==> src/rtl/mem_arb_pkg.sv <==
// Shared types and helpers for the unified memory port arbiter.
package mem_arb_pkg;

   typedef enum logic [1:0] {IDLE, RD, WR} arb_state_t;
   typedef enum logic {OWN_I, OWN_D} arb_owner_t;

   localparam logic [31:0] ARB_TIMEOUT_DATA = 32'hDEADBEEF;
   localparam int STREAK_W = 4;

   // Shifting left by one drops bit 31; shifting right by three drops the byte offset.
   function automatic logic [28:0] word_addr(input logic [31:0] byte_addr);
      return 29'((byte_addr << 1) >> 3);
   endfunction

endpackage

==> src/rtl/mem_arb_select.sv <==
// Fixed-priority grant decision favouring the data port, with a streak
// counter that forces a fetch grant after MAX_D_STREAK back-to-back data grants.
module mem_arb_select import mem_arb_pkg::*; #(
   parameter int unsigned MAX_D_STREAK = 4
) (
   input  logic clk,
   input  logic rst,
   input  logic i_req,
   input  logic d_req,
   input  logic grant_en,
   output logic grant_i,
   output logic grant_d
);

   logic [STREAK_W-1:0] streak;

   always_comb begin
      grant_d = grant_en && d_req && ((streak < STREAK_W'(MAX_D_STREAK)) || !i_req);
      grant_i = grant_en && i_req && !grant_d;
   end

   // Streak only grows while fetch is actually waiting behind data.
   always_ff @(posedge clk) begin
      if (rst) begin
         streak <= '0;
      end else if (grant_d) begin
         streak <= i_req ? streak + 1'b1 : '0;
      end else if (grant_i) begin
         streak <= '0;
      end
   end

endmodule

==> src/rtl/mem_port_arbiter.sv <==
// Shares the unified memory port between instruction fetch and data access.
// Optional performance counters are enabled with MEM_ARB_PERF_CNT_EN.
module mem_port_arbiter import mem_arb_pkg::*; #(
   parameter int unsigned MAX_D_STREAK   = 4,
   parameter int unsigned TIMEOUT_CYCLES = 1024
) (
   input  logic        clk,
   input  logic        rst,
   input  logic        i_req,
   input  logic [31:0] i_addr,
   output logic        i_gnt,
   output logic        i_rvalid,
   output logic [31:0] i_rdata,
   input  logic        d_req,
   input  logic        d_we,
   input  logic [31:0] d_addr,
   input  logic [31:0] d_wdata,
   output logic        d_gnt,
   output logic        d_rvalid,
   output logic [31:0] d_rdata,
   output logic        err,
   output logic [28:0] mem_addr,
   output logic [31:0] mem_wdata,
   output logic        mem_read_req,
   output logic        mem_write_req,
   input  logic        mem_read_valid,
   input  logic [31:0] mem_rdata,
   input  logic        mem_write_ready,
   input  logic        mem_read_ready,
   input  logic        mem_stall
`ifdef MEM_ARB_PERF_CNT_EN
   ,
   output logic [31:0] perf_i_grants,
   output logic [31:0] perf_d_grants,
   output logic [31:0] perf_stall_cycles,
   output logic [15:0] perf_timeouts
`endif
);

   localparam int TMO_W = $clog2(TIMEOUT_CYCLES);
   localparam logic [TMO_W-1:0] TMO_LAST = TMO_W'(TIMEOUT_CYCLES - 1);

   arb_state_t       state;
   arb_owner_t       owner;
   logic [TMO_W-1:0] tmo_cnt;
   logic             grant_i;
   logic             grant_d;
   logic             rd_done;
   logic             tmo_hit;
   logic [31:0]      rd_data;

   mem_arb_select #(
      .MAX_D_STREAK(MAX_D_STREAK)
   ) u_select (
      .clk     (clk),
      .rst     (rst),
      .i_req   (i_req),
      .d_req   (d_req),
      .grant_en(state == IDLE),
      .grant_i (grant_i),
      .grant_d (grant_d)
   );

   // Memory handshakes drop in the same cycle a stall appears.
   always_comb begin
      mem_read_req  = (state == RD) && mem_read_ready && !mem_stall;
      mem_write_req = (state == WR) && mem_write_ready && !mem_stall;
      rd_done       = (state == RD) && mem_read_valid && !mem_stall;
      tmo_hit       = (state == RD) && !rd_done && (tmo_cnt == TMO_LAST);
      rd_data       = rd_done ? mem_rdata : ARB_TIMEOUT_DATA;
   end

   always_ff @(posedge clk) begin
      if (rst) begin
         state     <= IDLE;
         owner     <= OWN_I;
         tmo_cnt   <= '0;
         mem_addr  <= '0;
         mem_wdata <= '0;
         i_gnt     <= 1'b0;
         d_gnt     <= 1'b0;
         i_rvalid  <= 1'b0;
         d_rvalid  <= 1'b0;
         err       <= 1'b0;
         i_rdata   <= '0;
         d_rdata   <= '0;
      end else begin
         i_gnt    <= 1'b0;
         d_gnt    <= 1'b0;
         i_rvalid <= 1'b0;
         d_rvalid <= 1'b0;
         err      <= 1'b0;
         case (state)
            IDLE: begin
               tmo_cnt <= '0;
               if (grant_d) begin
                  owner     <= OWN_D;
                  mem_addr  <= word_addr(d_addr);
                  mem_wdata <= d_wdata;
                  d_gnt     <= 1'b1;
                  state     <= d_we ? WR : RD;
               end else if (grant_i) begin
                  owner    <= OWN_I;
                  mem_addr <= word_addr(i_addr);
                  i_gnt    <= 1'b1;
                  state    <= RD;
               end
            end
            RD: begin
               if (rd_done || tmo_hit) begin
                  if (owner == OWN_D) begin
                     d_rdata  <= rd_data;
                     d_rvalid <= 1'b1;
                  end else begin
                     i_rdata  <= rd_data;
                     i_rvalid <= 1'b1;
                  end
                  err     <= tmo_hit;
                  tmo_cnt <= '0;
                  state   <= IDLE;
               end else begin
                  tmo_cnt <= tmo_cnt + 1'b1;
               end
            end
            WR: begin
               if (mem_write_req) begin
                  state <= IDLE;
               end
            end
            default: state <= IDLE;
         endcase
      end
   end

`ifdef MEM_ARB_PERF_CNT_EN
   always_ff @(posedge clk) begin
      if (rst) begin
         perf_i_grants     <= '0;
         perf_d_grants     <= '0;
         perf_stall_cycles <= '0;
         perf_timeouts     <= '0;
      end else begin
         if (grant_i) perf_i_grants <= perf_i_grants + 32'd1;
         if (grant_d) perf_d_grants <= perf_d_grants + 32'd1;
         if ((state != IDLE) && mem_stall) perf_stall_cycles <= perf_stall_cycles + 32'd1;
         if (tmo_hit) perf_timeouts <= perf_timeouts + 16'd1;
      end
   end
`endif

endmodule

==> config.mk <==
export PLATFORM = sky130hd
export DESIGN_NAME = mem_port_arbiter
export DESIGN_NICKNAME = d
export VERILOG_FILES = /design/src/rtl/mem_arb_pkg.sv /design/src/rtl/mem_arb_select.sv /design/src/rtl/mem_port_arbiter.sv
export SDC_FILE = /design/constraint.sdc
export NUM_CORES = 1
export LEC_CHECK = 0
export BUFFER_PORTS_ARGS = -buffer_cell sky130_fd_sc_hd__clkbuf_2
export CORE_MARGIN = 2
export CORE_UTILIZATION = 40
export DETAILED_ROUTE_END_ITERATION = 12
export GPL_TIMING_DRIVEN = 0
export MAX_ROUTING_LAYER = met4
export PLACE_DENSITY_LB_ADDON = 0.12
export RECOVER_POWER = 25
export SLEW_MARGIN = 30
export SYNTH_ARGS = -nofsm -noshare
export SYNTH_HDL_FRONTEND = slang
export SYNTH_SLANG_ARGS = --single-unit
==> constraint.sdc <==
create_clock -name clk -period 3.5 [get_ports clk]
set_clock_uncertainty 0.2 [all_clocks]
set_input_delay 0.175 -clock clk [delete_from_list [all_inputs] [get_ports clk]]
set_output_delay 0.175 -clock clk [all_outputs]
set_load 0.1 [all_outputs]
**Yosys cells after proc, flatten, opt, wreduce, memory -nomap -nowiden**

Index checks and enable logic that the tools add are counted.

- Bits in registers: 147
- Bits of input ports: 137
- Output and inout port bits: 132
- Word-level logic and storage cells: 75

- $add $sub $neg: 2
- $lt $le $gt $ge: 1
- Equal/unequal tests: 6
- Mux-type cells: 20
- Bitwise gates (word level): 4
- Reductions and logical operators: 29

Operators with widths:

| kind | count |
|---|---|
| $mux 29 | 2 |
| $mux 32 | 1 |
| $pmux 10 s2 | 1 |
| $logic_and 1x1->1 | 12 |
| $mux 4 | 3 |
| $add 10x1->10 const B | 1 |
| $eq 10x10->1 const B | 1 |
| $mux 10 | 1 |
| $mux 2 | 5 |
| $reduce_and 3->1 | 3 |
| $mux 1 | 6 |
| $pmux 2 s3 | 1 |
| $reduce_or 3->1 | 2 |
| $add 4x1->4 const B | 1 |
| $logic_not 1->1 | 4 |
| $lt 4x3->1 const B | 1 |
| $not 1->1 | 4 |
| $reduce_and 2->1 | 2 |
| $reduce_bool 2->1 | 2 |
| $ne 3x3->1 const B | 1 |
| $eq 2x1->1 const B | 1 |
| $eq 2x2->1 const B | 1 |
| $logic_not 2->1 | 1 |
| $logic_or 1x1->1 | 2 |
| other kinds (3) | 3 |

**Depth between registers and ports, before layout**

- Depth in word-level cells: 9
- Mapped depth: 7
- Mapped depth without buffers: 5

**By module**

A second synthesis with hierarchy kept.

- Cells, all modules: 644
- Area, all modules: 5963.2 um2

By module, submodules not included:

| module | times used | cells each | area an instance (um2) | seq. area each (um2) |
|---|---|---|---|---|
| mem_port_arbiter | 1 | 627 | 5775.5 | 2862.7 |
| mem_arb_select | 1 | 17 | 187.7 | 80.1 |

**Worst setup path after synthesis**

No wires, ideal clock.

- Kind: flip-flop to output port
- Start point: register state[1]
- End point: output mem_write_req
- Data arrival time: 2.849 ns
- Required time: 3.125 ns
- Path slack: 0.276 ns
- Stages on the path, launching flop included: 3
- Path buffers: 1
- Path through: dfxtp_1 -> clkbuf_1 -> nor3b_1

- Cells in the longest elaborated chain, start to end: 3

Ends and longest elaborated chain:

| what | line | RTL |
|---|---|---|
| start: declaration | mem_port_arbiter.sv:43 | `arb_state_t state;` |
| start signal: assignment | mem_port_arbiter.sv:101 | `state <= d_we ? WR : RD;` |
| $eq 2x2->1 | mem_port_arbiter.sv:67 | `mem_write_req = (state == WR) && mem_write_ready && !mem_stall;` |
| $logic_and 1x1->1 (2 in a row) | mem_port_arbiter.sv:67 |  |
| end: declaration | mem_port_arbiter.sv:25 | `output logic mem_write_req,` |

No other way between the ends.

**Worst setup path after layout**

- Start point: input i_req
- End point: register mem_addr[8]

- Cells in the longest elaborated chain, start to end: 7
- Elaborated cells between the ends (all ways): 9
- Those cells by class: mux (1); reduce/logical (8)

Ends and longest elaborated chain:

| what | line | RTL |
|---|---|---|
| start: declaration | mem_port_arbiter.sv:9 | `input logic i_req,` |
| $logic_not 1->1 | mem_arb_select.sv:18 | `grant_d = grant_en && d_req && ((streak < STREAK_W'(MAX_D_STREAK)) \|\| !i_req);` |
| $logic_or 1x1->1 | mem_arb_select.sv:18 |  |
| $logic_and 1x1->1 | mem_arb_select.sv:18 |  |
| $logic_not 1->1 | mem_arb_select.sv:19 | `grant_i = grant_en && i_req && !grant_d;` |
| $logic_and 1x1->1 | mem_arb_select.sv:19 |  |
| $reduce_bool 2->1 (no line) | -- |  |
| $reduce_and 2->1 (no line) | -- |  |
| end signal: assignment | mem_port_arbiter.sv:98 | `mem_addr <= word_addr(d_addr);` |
| end signal: assignment | mem_port_arbiter.sv:104 | `mem_addr <= word_addr(i_addr);` |
| end: declaration | mem_port_arbiter.sv:22 | `output logic [28:0] mem_addr,` |

Parallel ways exist; a longest one is shown, timed or not.
A chain may end at the register's enable or synchronous reset.

==> impl_summary.txt <==
----------------------------------------------------
[Detailed routing]
  Post-detailed-route count of antenna-violating nets ... 0
  Detailed router's first-iteration violation count ... 270
  Via count ... 6391
  Number of iterations in the first detailed-routing pass ... 5
  WL per Instance ... 15.4 um
  Routed WL ... 20000 um
  Detailed-route DRC error count ... 0
  Via-per-instance ratio ... 4.93

[Place]
  Placer Congestion ... 0.798
  Half-perimeter wire length after placement ... 13400 um
  Pre-CTS worst setup slack ... 1.57 ns
  Placed Instances ... 1141
  Area of placed instances ... 0.00766 mm2
  Count of input and output buffers ... 261

[Global routing]
  Overflow after GRT ... 0
  Global-route wire length before repair ... 31600 um
  Initial antenna violation count ... 0
  Overall routing resource usage ... 0.253
  Via count of the first global-routing pass ... 6280
  Maximum number of pins on one net before global-route repair ... 17

[Clock network]
  Worst-skew pair later-pin latency ... 0.42 ns
  Clock tree from TritonCTS ... yes
  Maximum root-to-sink buffer count ... 2
  Count of buffers added by post-CTS timing repair for setup ... 0
  Number of buffers added by the clock tree synthesis step ... 17
  Clk Tree Root Cell ... sky130_fd_sc_hd__clkbuf_16
  Reg clk slew, reported paths ... 0.06 ns
  Number of resized instances in the post-cts repair step ... 0
  Number of clock sinks ... 147
  Number of H-tree branching levels ... 4

[Floorplanning]
  Site row count ... 45
  Total Die Area ... 0.0163 mm2
  # IOs ... 269
  Chip width ... 128 um
  Starting density of the core ... 0.405
  Height of the die ... 128 um
  Total core area ... 0.0151 mm2

[Critical path]
  Cell Chain, Critical Path ... dlygate4sd3_1, clkbuf_2, o21ai_1, nand3_2, buf_1, nand2_1, a311oi_1, dlygate4sd3_1
  CP max stage cell ... sky130_fd_sc_hd__dlygate4sd3_1
  Most used cell along the critical path ... sky130_fd_sc_hd__dlygate4sd3_1
  Required time worst endpoint ... 3.66 ns
  Endpoint arrival time on the critical path ... 2.67 ns
  Critical path origin ... i_req
  CP startpoint kind ... input pin
  Worst r2r src ... state[1]
  Worst setup path class ... in -> reg
  Critical path capture point type ... flip-flop
  Critical path peak fanout ... 10
  Biggest cell delay along the critical path ... 0.60 ns

[Yosys]
  Gate count of the mapped netlist ... 692
  Net count after synthesis ... 831
  Count of cell types in the netlist ... 44
  Number of flip-flops and latches in the synthesized netlist ... 147
  Count of flip-flops with a built-in enable after synthesis ... 0
  Syn. warnings ... 0
  Primary flip-flop cell chosen by synthesis mapping ... sky130_fd_sc_hd__dfxtp_1
  Async SR Flop Fraction ... 0
  Sequential-to-total area share from yosys stat ... 0.481
  Cell area after technology mapping ... 0.00612 mm2
  Mapped Avg Cell Area ... 8.84 um2

[Finish]
  Most common cell after layout, fill and taps aside ... sky130_fd_sc_hd__clkbuf_2
  Fraction of the core area covered by cells at the end of the flow ... 0.625
  Antenna fix cells ... 0
  Final Net Count ... 1236
  Share of layout cells above drive strength 1 ... 0.287
  Fill cells ... 1337
  Count of non-filler cells in the finished layout ... 1297
  Final non-filler cell area ... 0.00942 mm2
  Signed area change from the synthesized netlist to the final layout ... 54.1%
  Most frequent cells in the layout ... 193 x sky130_fd_sc_hd__clkbuf_2, 147 x sky130_fd_sc_hd__dfxtp_1, 127 x sky130_fd_sc_hd__nand2_1, 125 x sky130_fd_sc_hd__dlygate4sd3_1, 99 x sky130_fd_sc_hd__clkbuf_1

[Timing]
  Final sum of negative setup slack ... 0 ns
  Final max-slew violation count ... 0
  Transition time at the pin with the least slew margin ... 1.25 ns
  Total count of hold-check failures in the final report ... 0
  Setup repair after global routing missed its margin ... no
  Share of the clock period used by the worst path ... 0.718
  Worst Slack Setup Final ... 0.986 ns
  Number of setup violations in the final report ... 0
  Tightest slew margin relative to the limit ... 0.169
  Min Tclk post-route ... 2.51 ns
  Highest achievable clock rate ... 0.398 GHz

[Worst hold path]
  Kind of path behind the tightest hold check ... in -> reg
  Startpoint of the lowest-slack hold path ... rst

[Outcome]
  Outcome ... complete, no violations

[Pwr]
  Leakage ... 0.00384 uW
  P per Cell Area ... 557 mW/mm2
  Maximum resistive drop on vdd ... 329 uV

[Job]
  Number of max-cap violations ... 0

----------------------------------------------------
[cells in the mapped netlist, types with 7 or more instances]
master,number,share of area
sky130_fd_sc_hd__nor2_1,43,0.026
sky130_fd_sc_hd__a211oi_1,8,0.0098
sky130_fd_sc_hd__nor3_1,30,0.025
sky130_fd_sc_hd__buf_2,16,0.013
sky130_fd_sc_hd__o21ai_1,16,0.013
sky130_fd_sc_hd__a21oi_1,51,0.042
sky130_fd_sc_hd__clkbuf_1,29,0.018
sky130_fd_sc_hd__nand2_1,127,0.078
sky130_fd_sc_hd__a311oi_1,30,0.043
sky130_fd_sc_hd__nor3_2,18,0.029
sky130_fd_sc_hd__nand3_1,19,0.016
sky130_fd_sc_hd__buf_6,7,0.013
sky130_fd_sc_hd__a211oi_2,41,0.084
sky130_fd_sc_hd__dfxtp_1,147,0.48
sky130_fd_sc_hd__inv_1,49,0.030
[where the power goes]
part	internal [uW]	total [uW]	switching, uW
registers	1780	1840	60.8
clock network	1170	1870	700
logic	375	1530	1160
total	3330	5250	1920
[flip-flops by register name, indices dropped and copies added (netlist names), 2 cells and up]
register	count
tmo_cnt	10
mem_wdata	32
state	2
i_rdata	32
u_select.streak	4
d_rdata	32
mem_addr	29
[per-layer routing]
layer	vias up	global-route usage	wire length, um
li1	3179	-	-
met1	2919	0.300	8750
met2	251	0.418	9580
met3	42	0.0551	1130
met4	0	0.103	521
met5	-	-	0
[critical path, delay by kind of cell]
kind | cells | cell delay (ns)
buffers and inverters | 4 | 1.78
AO/OA/AOI/OAI | 2 | 0.41
AND/OR/NAND/NOR | 2 | 0.31
[kinds of logic after synthesis]
logic type      synth area share
simple gates               0.215
fa+ha+maj                0.00409
compound gates             0.206
buf+inv                   0.0831
xor+xnor                  0.0115
flops                      0.481
[final timing paths]
check / slack [ns] / end / depth (start not counted)
worst max register to register: 1.03 / mem_addr[28] / 6
worst min register to register: 0.25 / i_rdata[30] / 2
worst max-delay path: 0.99 / mem_addr[8] / 8
worst min-delay path: 0.05 / tmo_cnt[0] / 3
[stage by stage]
stage	power, uW	hold slack [ns]
floorplan	2950	0.111
global placement	3240	0.202
detailed placement	3250	0.204
CTS	5270	0.0245
global route	5450	0.0645
finish	5250	0.0466
[what timing repair did]
item	in CTS	in global routing
hold buffers	125	0
setup endpoints to repair	0	0
hold endpoints to repair	131	0
[final cells by class]
class / instances / area (um2) / share of cell area
Sequential cell: 147 / 2940 / 0.312
Multi-Input combinational cell: 434 / 2660 / 0.283
Timing Repair Buffer: 386 / 2470 / 0.262
Clock buffer: 22 / 474 / 0.0503
Buffer: 61 / 320 / 0.0340
Tap cell: 188 / 235 / 0.0250
Inverter: 50 / 188 / 0.0199
Clock inverter: 9 / 129 / 0.0137
(Power assumes the default switching activity.)
